$ cat src/rtl/vga_sync_decoder_if.sv
`default_nettype none
//------------------------------------------------------------------------------
// Module      : vga_sync_decoder_if
// Description : Bundle of the raw VGA sync pins and the decoded timing
//               outputs exchanged between a sync source and the decoder.
// Revision    : 1.0 - initial release
//------------------------------------------------------------------------------
interface vga_sync_decoder_if;
    logic       hsync_in;
    logic       vsync_in;
    logic [9:0] x;
    logic [9:0] y;
    logic       active;
    logic [9:0] line_len;
    logic [9:0] frame_lines;
    logic       new_line;
    logic       new_frame;
    logic       locked;
    logic       sync_err;

    // Sync source side: drives the pins, observes the decoded timing
    modport master (
        output hsync_in, vsync_in,
        input  x, y, active, line_len, frame_lines,
        input  new_line, new_frame, locked, sync_err
    );

    // Decoder side
    modport slave (
        input  hsync_in, vsync_in,
        output x, y, active, line_len, frame_lines,
        output new_line, new_frame, locked, sync_err
    );
endinterface
`default_nettype wire

$ cat src/rtl/vga_sync_decoder.sv
`default_nettype none
//------------------------------------------------------------------------------
// Module      : vga_sync_decoder
// Description : Recovers pixel coordinates from asynchronous VGA hsync/vsync,
//               measures line and frame lengths and tracks lock against the
//               configured timing.
// Revision    : 1.0 - initial release
//------------------------------------------------------------------------------
module vga_sync_decoder #(
    parameter int H_SYNC   = 96,
    parameter int H_BP     = 48,
    parameter int H_ACTIVE = 640,
    parameter int H_TOTAL  = 800,
    parameter int V_SYNC   = 2,
    parameter int V_BP     = 33,
    parameter int V_ACTIVE = 480,
    parameter int V_TOTAL  = 525,
    parameter bit SYNC_POL = 1'b0
) (
    input  wire logic         clk,
    input  wire logic         rst_n,
    vga_sync_decoder_if.slave bus
);

    // Comparisons are done at 11 bits so a saturated count (1023) plus one
    // never aliases onto a legal total.
    localparam logic [10:0] c_h_total = 11'(H_TOTAL);
    localparam logic [10:0] c_v_total = 11'(V_TOTAL);
    localparam logic [10:0] c_h_start = 11'(H_SYNC + H_BP);
    localparam logic [10:0] c_h_end   = 11'(H_SYNC + H_BP + H_ACTIVE);
    localparam logic [10:0] c_v_start = 11'(V_SYNC + V_BP);
    localparam logic [10:0] c_v_end   = 11'(V_SYNC + V_BP + V_ACTIVE);
    localparam logic [9:0]  c_cnt_max = 10'd1023;
    localparam logic [9:0]  c_cnt_pre = 10'd1022;

    typedef enum logic [1:0] {
        S_SEARCH = 2'd0,
        S_CHECK  = 2'd1,
        S_LOCKED = 2'd2
    } state_t;

    // [0],[1] synchronizer, [2] edge-detect history; 1 = asserted
    logic [2:0]  r_hs_sync;
    logic [2:0]  r_vs_sync;

    logic [9:0]  r_hcount;
    logic [9:0]  r_vcount;
    logic [9:0]  r_line_len;
    logic [9:0]  r_frame_lines;
    logic        r_new_line;
    logic        r_new_frame;

    logic [9:0]  r_x;
    logic [9:0]  r_y;
    logic        r_active;

    state_t      r_state;
    logic        r_locked;
    logic        r_sync_err;
    logic        r_frame_bad;

    logic        w_h_edge;
    logic        w_v_edge;
    logic [10:0] w_hcount_inc;
    logic [10:0] w_vcount_inc;
    logic        w_h_line_bad;
    logic        w_v_frame_bad;
    logic        w_h_sat;
    logic        w_v_sat;
    logic        w_in_h;
    logic        w_in_v;

    assign w_h_edge      = r_hs_sync[1] & ~r_hs_sync[2];
    assign w_v_edge      = r_vs_sync[1] & ~r_vs_sync[2];
    assign w_hcount_inc  = {1'b0, r_hcount} + 11'd1;
    assign w_vcount_inc  = {1'b0, r_vcount} + 11'd1;
    assign w_h_line_bad  = w_h_edge && (w_hcount_inc != c_h_total);
    assign w_v_frame_bad = w_v_edge && (w_vcount_inc != c_v_total);
    // Saturation flags fire on the clock that moves a counter onto 1023
    assign w_h_sat       = !w_h_edge && (r_hcount == c_cnt_pre);
    assign w_v_sat       = w_h_edge && !w_v_edge && (r_vcount == c_cnt_pre);
    assign w_in_h        = ({1'b0, r_hcount} >= c_h_start) && ({1'b0, r_hcount} < c_h_end);
    assign w_in_v        = ({1'b0, r_vcount} >= c_v_start) && ({1'b0, r_vcount} < c_v_end);

    // Bring the sync pins into clk, normalise polarity, keep edge history
    always_ff @(posedge clk or negedge rst_n) begin
        if (!rst_n) begin
            r_hs_sync <= '0;
            r_vs_sync <= '0;
        end else begin
            r_hs_sync <= {r_hs_sync[1:0], bus.hsync_in ^ ~SYNC_POL};
            r_vs_sync <= {r_vs_sync[1:0], bus.vsync_in ^ ~SYNC_POL};
        end
    end

    // Pixel/line counters, length measurements and edge pulses
    always_ff @(posedge clk or negedge rst_n) begin
        if (!rst_n) begin
            r_hcount      <= '0;
            r_vcount      <= '0;
            r_line_len    <= '0;
            r_frame_lines <= '0;
            r_new_line    <= 1'b0;
            r_new_frame   <= 1'b0;
        end else begin
            r_new_line  <= w_h_edge;
            r_new_frame <= w_v_edge;

            if (w_h_edge) begin
                r_hcount   <= '0;
                r_line_len <= w_hcount_inc[9:0];
            end else if (r_hcount != c_cnt_max) begin
                r_hcount <= r_hcount + 10'd1;
            end

            // vsync restart overrides the per-line increment
            if (w_v_edge) begin
                r_vcount      <= '0;
                r_frame_lines <= w_vcount_inc[9:0];
            end else if (w_h_edge && (r_vcount != c_cnt_max)) begin
                r_vcount <= r_vcount + 10'd1;
            end
        end
    end

    // Coordinates of the current pixel, gated by lock
    always_ff @(posedge clk or negedge rst_n) begin
        if (!rst_n) begin
            r_x      <= '0;
            r_y      <= '0;
            r_active <= 1'b0;
        end else if (r_locked && w_in_h && w_in_v) begin
            r_x      <= r_hcount - c_h_start[9:0];
            r_y      <= r_vcount - c_v_start[9:0];
            r_active <= 1'b1;
        end else begin
            r_x      <= '0;
            r_y      <= '0;
            r_active <= 1'b0;
        end
    end

    // Lock tracker: one clean frame in CHECK is required before LOCKED
    always_ff @(posedge clk or negedge rst_n) begin
        if (!rst_n) begin
            r_state     <= S_SEARCH;
            r_locked    <= 1'b0;
            r_sync_err  <= 1'b0;
            r_frame_bad <= 1'b0;
        end else begin
            r_sync_err <= 1'b0;
            if (w_v_edge) begin
                r_frame_bad <= 1'b0;
            end
            case (r_state)
                S_SEARCH: begin
                    if (w_v_edge) begin
                        r_state <= S_CHECK;
                    end
                end
                S_CHECK: begin
                    if (w_h_sat || w_v_sat) begin
                        r_state <= S_SEARCH;
                    end else if (w_v_edge) begin
                        // The line closed by a coincident hsync edge still counts
                        if (!r_frame_bad && !w_h_line_bad && !w_v_frame_bad) begin
                            r_state  <= S_LOCKED;
                            r_locked <= 1'b1;
                        end
                    end else if (w_h_line_bad) begin
                        r_frame_bad <= 1'b1;
                    end
                end
                S_LOCKED: begin
                    if (w_h_line_bad || w_v_frame_bad || w_h_sat || w_v_sat) begin
                        r_state    <= S_SEARCH;
                        r_locked   <= 1'b0;
                        r_sync_err <= 1'b1;
                    end
                end
                default: begin
                    r_state  <= S_SEARCH;
                    r_locked <= 1'b0;
                end
            endcase
        end
    end

    assign bus.x           = r_x;
    assign bus.y           = r_y;
    assign bus.active      = r_active;
    assign bus.line_len    = r_line_len;
    assign bus.frame_lines = r_frame_lines;
    assign bus.new_line    = r_new_line;
    assign bus.new_frame   = r_new_frame;
    assign bus.locked      = r_locked;
    assign bus.sync_err    = r_sync_err;

endmodule
`default_nettype wire

$ cat src/flat_wrapper.sv
// flat-port wrapper written by rule: the top's interface ports become plain ports
module vga_sync_decoder_flat 
#(
    parameter int H_SYNC   = 96,
    parameter int H_BP     = 48,
    parameter int H_ACTIVE = 640,
    parameter int H_TOTAL  = 800,
    parameter int V_SYNC   = 2,
    parameter int V_BP     = 33,
    parameter int V_ACTIVE = 480,
    parameter int V_TOTAL  = 525,
    parameter bit SYNC_POL = 1'b0
)
  (clk, rst_n, bus_hsync_in, bus_vsync_in, bus_x, bus_y, bus_active, bus_line_len, bus_frame_lines, bus_new_line, bus_new_frame, bus_locked, bus_sync_err);
  vga_sync_decoder_if bus_i ();
  input  wire logic clk;
  input  wire logic rst_n;
  input wire logic [$bits(bus_i.hsync_in)-1:0] bus_hsync_in;
  input wire logic [$bits(bus_i.vsync_in)-1:0] bus_vsync_in;
  output wire logic [$bits(bus_i.x)-1:0] bus_x;
  output wire logic [$bits(bus_i.y)-1:0] bus_y;
  output wire logic [$bits(bus_i.active)-1:0] bus_active;
  output wire logic [$bits(bus_i.line_len)-1:0] bus_line_len;
  output wire logic [$bits(bus_i.frame_lines)-1:0] bus_frame_lines;
  output wire logic [$bits(bus_i.new_line)-1:0] bus_new_line;
  output wire logic [$bits(bus_i.new_frame)-1:0] bus_new_frame;
  output wire logic [$bits(bus_i.locked)-1:0] bus_locked;
  output wire logic [$bits(bus_i.sync_err)-1:0] bus_sync_err;
  assign bus_i.hsync_in = bus_hsync_in;
  assign bus_i.vsync_in = bus_vsync_in;
  assign bus_x = bus_i.x;
  assign bus_y = bus_i.y;
  assign bus_active = bus_i.active;
  assign bus_line_len = bus_i.line_len;
  assign bus_frame_lines = bus_i.frame_lines;
  assign bus_new_line = bus_i.new_line;
  assign bus_new_frame = bus_i.new_frame;
  assign bus_locked = bus_i.locked;
  assign bus_sync_err = bus_i.sync_err;
  vga_sync_decoder #(.H_SYNC(H_SYNC), .H_BP(H_BP), .H_ACTIVE(H_ACTIVE), .H_TOTAL(H_TOTAL), .V_SYNC(V_SYNC), .V_BP(V_BP), .V_ACTIVE(V_ACTIVE), .V_TOTAL(V_TOTAL), .SYNC_POL(SYNC_POL)) u_core (.clk(clk), .rst_n(rst_n), .bus(bus_i));
endmodule
$ cat config.mk
export PLATFORM = sky130hd
export DESIGN_NAME = vga_sync_decoder_flat
export DESIGN_NICKNAME = d
export VERILOG_FILES = /design/src/rtl/vga_sync_decoder_if.sv /design/src/rtl/vga_sync_decoder.sv /design/src/flat_wrapper.sv
export SDC_FILE = /design/constraint.sdc
export NUM_CORES = 1
export LEC_CHECK = 0
export BUFFER_PORTS_ARGS = -buffer_cell sky130_fd_sc_hd__buf_2
export CAP_MARGIN = 20
export CORE_MARGIN = 4
export CORE_UTILIZATION = 35
export CTS_BUF_LIST = sky130_fd_sc_hd__clkbuf_2
export CTS_CLUSTER_DIAMETER = 50
export DETAILED_ROUTE_END_ITERATION = 8
export GPL_ROUTABILITY_DRIVEN = 1
export PLACE_DENSITY_LB_ADDON = 0.3
export SETUP_SLACK_MARGIN = 0.3
export SKIP_CTS_REPAIR_TIMING = 1
export SYNTH_ARGS = -nofsm -noshare
export SYNTH_HDL_FRONTEND = slang
export SYNTH_SLANG_ARGS = --single-unit
$ cat constraint.sdc
create_clock -name clk -period 3.03 [get_ports clk]
set_input_delay 0.909 -clock clk [delete_from_list [all_inputs] [get_ports clk]]
set_output_delay 0.909 -clock clk [all_outputs]
set_load 0.02 [all_outputs]
==> results of run 1 <==
## cells by family (layout without fill, tap and decap cells)
| kind of cell | Yosys count | in the layout | share of synthesized area |
|---|---|---|---|
| AOI/OAI and AO/OA | 55 | 55 | 0.09849 |
| muxes | 2 | 2 | 0.005772 |
| buffers and inverters | 38 | 80 | 0.04690 |
| DFF | 74 | 74 | 0.5339 |
| and+or+nand+nor | 142 | 142 | 0.2017 |
| adders and majority gates | 9 | 9 | 0.03247 |
| xor gates and xnor gates | 32 | 32 | 0.08081 |
## power breakdown
part           switching, mW  total [mW]  internal [mW]  leakage (nW)
sequential             0.106        1.17           1.07         0.989
clock                  0.339       0.603          0.264        0.0744
combinational          0.224       0.357          0.133         0.854
total                  0.669        2.13           1.47          1.92
## synthesized netlist by cell type, types with 2 or more instances
master,number
nand3_1,11
o31a_1,2
a31oi_1,3
o21a_1,2
nand3b_1,2
mux2i_1,2
and2_1,4
dfrtp_1,74
nand2b_1,7
ha_1,9
nor3_1,10
nor4_1,3
and3_1,5
buf_2,6
o21ai_0,23
a21oi_1,15
nand4_1,6
xor2_1,15
or3_1,4
nand2_1,36
clkbuf_1,15
inv_1,13
nor2_1,42
nor2b_1,5
xnor2_1,17
## worst min-delay path by stage
stage                              startpoint             endpoint  slack, ps  cells after the start
final                     u_core.r_vs_sync[0]  u_core.r_vs_sync[1]        380                      0
after global routing      u_core.r_hs_sync[0]  u_core.r_hs_sync[1]        400                      0
after CTS                 u_core.r_vs_sync[0]  u_core.r_vs_sync[1]        380                      0
after detailed placement  u_core.r_vs_sync[0]  u_core.r_vs_sync[1]        340                      0
after global placement    u_core.r_vs_sync[0]  u_core.r_vs_sync[1]        330                      0
after floorplan           u_core.r_hs_sync[0]  u_core.r_hs_sync[1]        330                      0
## flip-flops by register name, summed over array words and instances (netlist names)
name                    cells
u_core.r_hs_sync            3
u_core.r_state              2
u_core.bus.locked           1
u_core.bus.new_line         1
u_core.r_hcount            10
u_core.bus.frame_lines     10
u_core.r_frame_bad          1
u_core.bus.line_len        10
u_core.bus.active           1
u_core.bus.sync_err         1
u_core.r_vcount            10
u_core.r_vs_sync            3
u_core.bus.x               10
u_core.bus.new_frame        1
u_core.bus.y               10
## per-layer routing
layer	part of all wire	vias to the layer above
li1	-	1236
met1	0.50	1192
met2	0.43	53
met3	0.056	8
met4	0.013	0
met5	0	-
## area by class of cell
| type | instances | area, um2 |
|---|---|---|
| clock inverter | 7 | 83.83 |
| sequential | 74 | 1852 |
| fill | 987 | 5818 |
| multi-input combinational | 240 | 1454 |
| tap | 133 | 166.4 |
| clock buffer | 9 | 45.04 |
| timing repair buffer | 50 | 257.7 |
| inverter | 14 | 52.55 |
## worst register-to-register path, delay by kind of cell (launching register included)
| kind | cells | cell delay (ps) |
|---|---|---|
| and+or+nand+nor | 4 | 1140 |
| adders and majority gates | 1 | 290 |
| DFF | 1 | 520 |
| AOI/OAI and AO/OA | 2 | 360 |
==> results.toml, run 1 <==
[drt]
wirelength_mm = 7.242
vias_per_cell = 4.723
ant_nets = 0
drtPass1Iterations = 4
wire_per_inst_um = 13.74
dr.first_iter.drc_count = 107
vias = 2489
drc = 0

[worst_setup_path]
crit_cells = 7
endpoint = "u_core.r_state[1]"
crit_slowest_cell = "or3_1"
r2r_slack_ps = 650
worstPathMaxFanout = 10
crit_buf_inv = 0
crit_arrival_ps = 2830
end_kind = "flop"
crit_family = "simple AND/OR/NAND/NOR gates"
reg2reg_depth = 7
path_class = "reg -> reg"
worstReg2RegEnd = "u_core.r_state[1]"
r2r_start = "u_core.r_hcount[0]"
critPathRequiredTime_ps = 3470
critPathLaunchType = "flop"
cpPeakStageDelay_ps = 540
cp-startpoint = "u_core.r_hcount[0]"
crit_chain = "ha_1, nand3_1, or3_1, and3_4, a41oi_2, nand3b_1, o21ba_1"

[global_route]
busiest_layer = "met2"
grt_pass1_vias = 2467
antenna_found_initial = 0
use_met2 = 0.1958
grtUsageTotal = 0.1362
grtUsageMet1 = 0.1950
grt_max_degree = 75
grt_util_met3 = 0.03479
grt_pass1_wl_mm = 12.47
overflow = 0

[timing]
skew_ps = 29.02
rsz0062_at_grt = "no"
setup_slack_ps = 645.3
slew_headroom = 0.3916
hold_violations = 0
finalSetupViolations = 0
max_freq_mhz = 419.3
worstMarginPinSlew_ps = 912.6
setup_tns_ps = 0
finalCritPeriodShare = 0.7870
timing.hold.ws_ps = 377.4
min_period_ps = 2385
drv_slew = 0

[clocking]
clk_path_buf_depth = 2
cts_tree = "built"
clk_pin_slew_worst_paths_ps = 200
insertion_delay_ps = 530
clkSinkCount = 74
cts_buffers = 9
cts-root-buf = "clkbuf_2"
htreeDepth = 3

[yosys]
synth.yosys.warnings = 0
synth.top_cell.area_share = 0.5339
synth_seq_area_share = 0.5339
synthArstFlopShare = 1.000
ys_types = 46
synth_area_leaders = "dfrtp_1 53%, nor2_1 4.5%, xnor2_1 4.3%, nand2_1 3.9%, xor2_1 3.8%"
avgSynthCellArea_um2 = 9.853
synth_area_leader_cell = "dfrtp_1"
synth.ff_latch_count = 74
netlist_area_um2 = 3468
syn_nets = 365
syn_inst = 352
synth-edff-count = 0
synthFlopType = "dfrtp_1"

[run]
drv_cap = 0

[place]
io_buffers = 48
place.gp.congestion = 0.8258
dp.cells = 511
placed_area_um2 = 3782
dp_hpwl_mm = 5.076
place_ws_ps = 648.6

[die]
dieArea_um2 = 11570
dieWidth_um = 107.5
fp.coreArea_um2 = 9729
io_pins = 49
rows = 36
initial_core_util = 0.3565
die_h_um = 107.5

[power_and_ir_drop]
power_leakage_nw = 1.917
powerDensity_nw_per_um2 = 545.7
total_power_mw = 2.134
irDropWorstVdd_mv = 0.3112

[layout]
layout_commonest_cell = "dfrtp_1"
antenna_cells = 0
final_cells = 527
area_growth_pct = 12.77
most-common-layout-cells = "74 x dfrtp_1, 47 x buf_2, 42 x nor2_1"
layout.nets = 402
final_area_um2 = 3911
final_core_util = 0.4020
drive_gt1_frac = 0.1853

[status]
status = "finished clean"

[worst_hold_path]
hold_class = "reg -> reg"
No activity file was read; power rests on OpenSTA's default activity.
==> run 2, diff against run 1 <==
- ABC_AREA: default -> 1
- clock period: 3.03 -> 2.35 ns (I/O delays scaled with it)
==> run 2 against run 1 <==
Compared with the run above: cell area increased by 4.5%; flip-flop and latch count unchanged; highest routed layer unchanged; core utilization increased by 3.4 points; via count increased by 12%; fmax increased by 26%; total power increased by 27%.
==> results.toml, run 2 <==
[status]
status = "finished clean"

[yosys]
synthTopCellsByCount = "101 x nand2_1, 74 x dfrtp_1, 50 x inv_1"
synth_seq_area_share = 0.5411
synth.most_common_cell = "nand2_1"
synth.ff_latch_count = 74
netlist_area_um2 = 3422
syn_nets = 419
synth.yosys.warnings = 0
ys_types = 32
synth-edff-count = 0
synth.top_cell.area_share = 0.5411
synth_area_leader_cell = "dfrtp_1"
syn_inst = 406
synth_area_leaders = "dfrtp_1 54%, nand2_1 11%, inv_1 5.5%, o21ai_0 5.4%, nor2_1 5.2%"
synthArstFlopShare = 1.000
synthFlopType = "dfrtp_1"
avgSynthCellArea_um2 = 8.429

[worst_setup_path]
cp_common_cell = "nand2_1"
critPathRequiredTime_ps = 2760
crit_arrival_ps = 2300
path_class = "reg -> reg"
cpPeakStageDelay_ps = 470
worstPathMaxFanout = 6
end_kind = "flop"
crit_chain = "ha_1, nand2_1, nor2_4, nand2_1, nand3_1, nor2_2, nand3_2, nand2_2, nand2_1, o31ai_2, inv_1"
crit_slowest_cell = "dfrtp_2"
critPathLaunchType = "flop"

[layout]
seq_area_um2 = 1861
drive_gt1_frac = 0.2211
antenna_cells = 0
multi_input_area_um2 = 1399
most-common-layout-cells = "101 x nand2_1, 67 x dfrtp_1, 50 x inv_1"
layout_commonest_cell = "nand2_1"
area_growth_pct = 19.42
final_cells = 604
fillers = 961
layout.nets = 483

[timing]
drv_slew = 0
finalCritPeriodShare = 0.8064
hold_violations = 0
finalSetupViolations = 0
setup_slack_ps = 455.0
max_freq_mhz = 527.7
min_period_ps = 1895
worstMarginPinSlew_ps = 452.2
skew_ps = 18.92
slew_headroom = 0.6979
rsz0062_at_grt = "yes"
setup_tns_ps = 0

[worst_hold_path]
hold_class = "in -> async"

[die]
die_h_um = 106.9
rows = 35
fp.coreArea_um2 = 9371
dieArea_um2 = 11420
dieWidth_um = 106.9
initial_core_util = 0.3652
io_pins = 49

[clocking]
clk_path_buf_depth = 2
htreeDepth = 3
cts-root-buf = "clkbuf_2"
insertion_delay_ps = 510
clkSinkCount = 74
cts_buffers = 9
cts_tree = "built"
clk_pin_slew_worst_paths_ps = 200

[global_route]
grt_max_degree = 45
grt_pass1_vias = 2693
grt_pass1_wl_mm = 12.98
antenna_found_initial = 0
overflow = 0
grtUsageTotal = 0.1429

[drt]
vias = 2794
vias_per_cell = 4.626
wirelength_mm = 7.500
drtPass1Iterations = 4
drc = 0
dr.first_iter.drc_count = 127
ant_nets = 0
wire_per_inst_um = 12.42

[run]
drv_cap = 0

[place]
io_buffers = 48
dp_hpwl_mm = 5.580
place_ws_ps = 255.3
place.gp.congestion = 0.8978
dp.cells = 581

[power_and_ir_drop]
irDropWorstVdd_mv = 0.3942
powerDensity_nw_per_um2 = 663.7
power_leakage_nw = 2.178
==> run 2: changes by cell type in the layout (fill, tap and decap cells not counted), moves of 6 or more <==
cell      previous run  this run
o21ai_0             23        37
nor3_1              10         4
dfrtp_1             74        67
nand2_1             36       101
inv_1               13        50
nand2b_1             7         0
xor2_1              15         5
xnor2_1             17         1
dfrtp_2              0         7
buf_4                3        12
o22ai_1              1         9
==> run 2: area by class of cell <==
class,count,area share
sequential,74,0.4553
tap,129,0.03950
clock inverter,5,0.01347
timing repair buffer,61,0.08726
inverter,53,0.04868
multi-input combinational,271,0.3423
clock buffer,11,0.01347
==> run 2: final timing paths <==
path / from / to / slack [ps] / depth (start not counted)
min in group clk: bus_hsync_in / u_core.r_hs_sync[0] / 300 / 2
max in group asynchronous: rst_n / u_core.r_vcount[3] / 1670 / 2
setup reg to reg: u_core.r_hcount[4] / u_core.bus.sync_err / 460 / 11
hold / removal: rst_n / u_core.r_hcount[5] / 100 / 1
setup / recovery: u_core.r_hcount[4] / u_core.bus.sync_err / 460 / 11
hold reg to reg: u_core.r_vs_sync[0] / u_core.r_vs_sync[1] / 380 / 0
==> run 2: cells by family after synthesis <==
logic type                 count (synthesis)  share of synthesized area
buffers and inverters                     61                    0.06874
xor gates and xnor gates                   6                    0.01536
and+or+nand+nor                          196                     0.2479
DFF                                       74                     0.5411
AOI/OAI and AO/OA                         60                    0.09397
adders and majority gates                  9                    0.03291
==> run 2: layer usage <==
metal | vias to the layer above | GRT usage | wire length (um)
met2 | 61 | 0.2379 | 3696
met4 | 0 | 0.03836 | 108
met3 | 11 | 0.04154 | 360
li1 | 1431 | - | -
met1 | 1291 | 0.1820 | 3335
met5 | - | 0 | 0
==> run 2: metrics by stage <==
stage	total power, mW	instance area (um2)	hold WS [ps]	utilization
after detailed placement	2.004	3847	339.4	0.4105
after global placement	1.998	3847	334.3	0.4105
final	2.712	4086	97.31	0.4360
after global routing	2.891	4086	46.01	0.4360
after floorplan	1.829	3422	331.2	-
after CTS	2.708	3958	65.55	0.4223
==> run 2: critical path, delay by kind of cell, from the launching register on <==
family          cells  cell delay, ps
compound gates      1             200
flops               1             470
fa+ha+maj           1             220
simple gates        8             840
buf+inv             1              70
==> run 2: power breakdown <==
| part | total (mW) | leakage, nW | switching, mW | internal [mW] |
|---|---|---|---|---|
| clock | 0.691 | 0.0696 | 0.440 | 0.251 |
| combinational | 0.556 | 1.12 | 0.355 | 0.201 |
| sequential | 1.47 | 0.987 | 0.0861 | 1.38 |
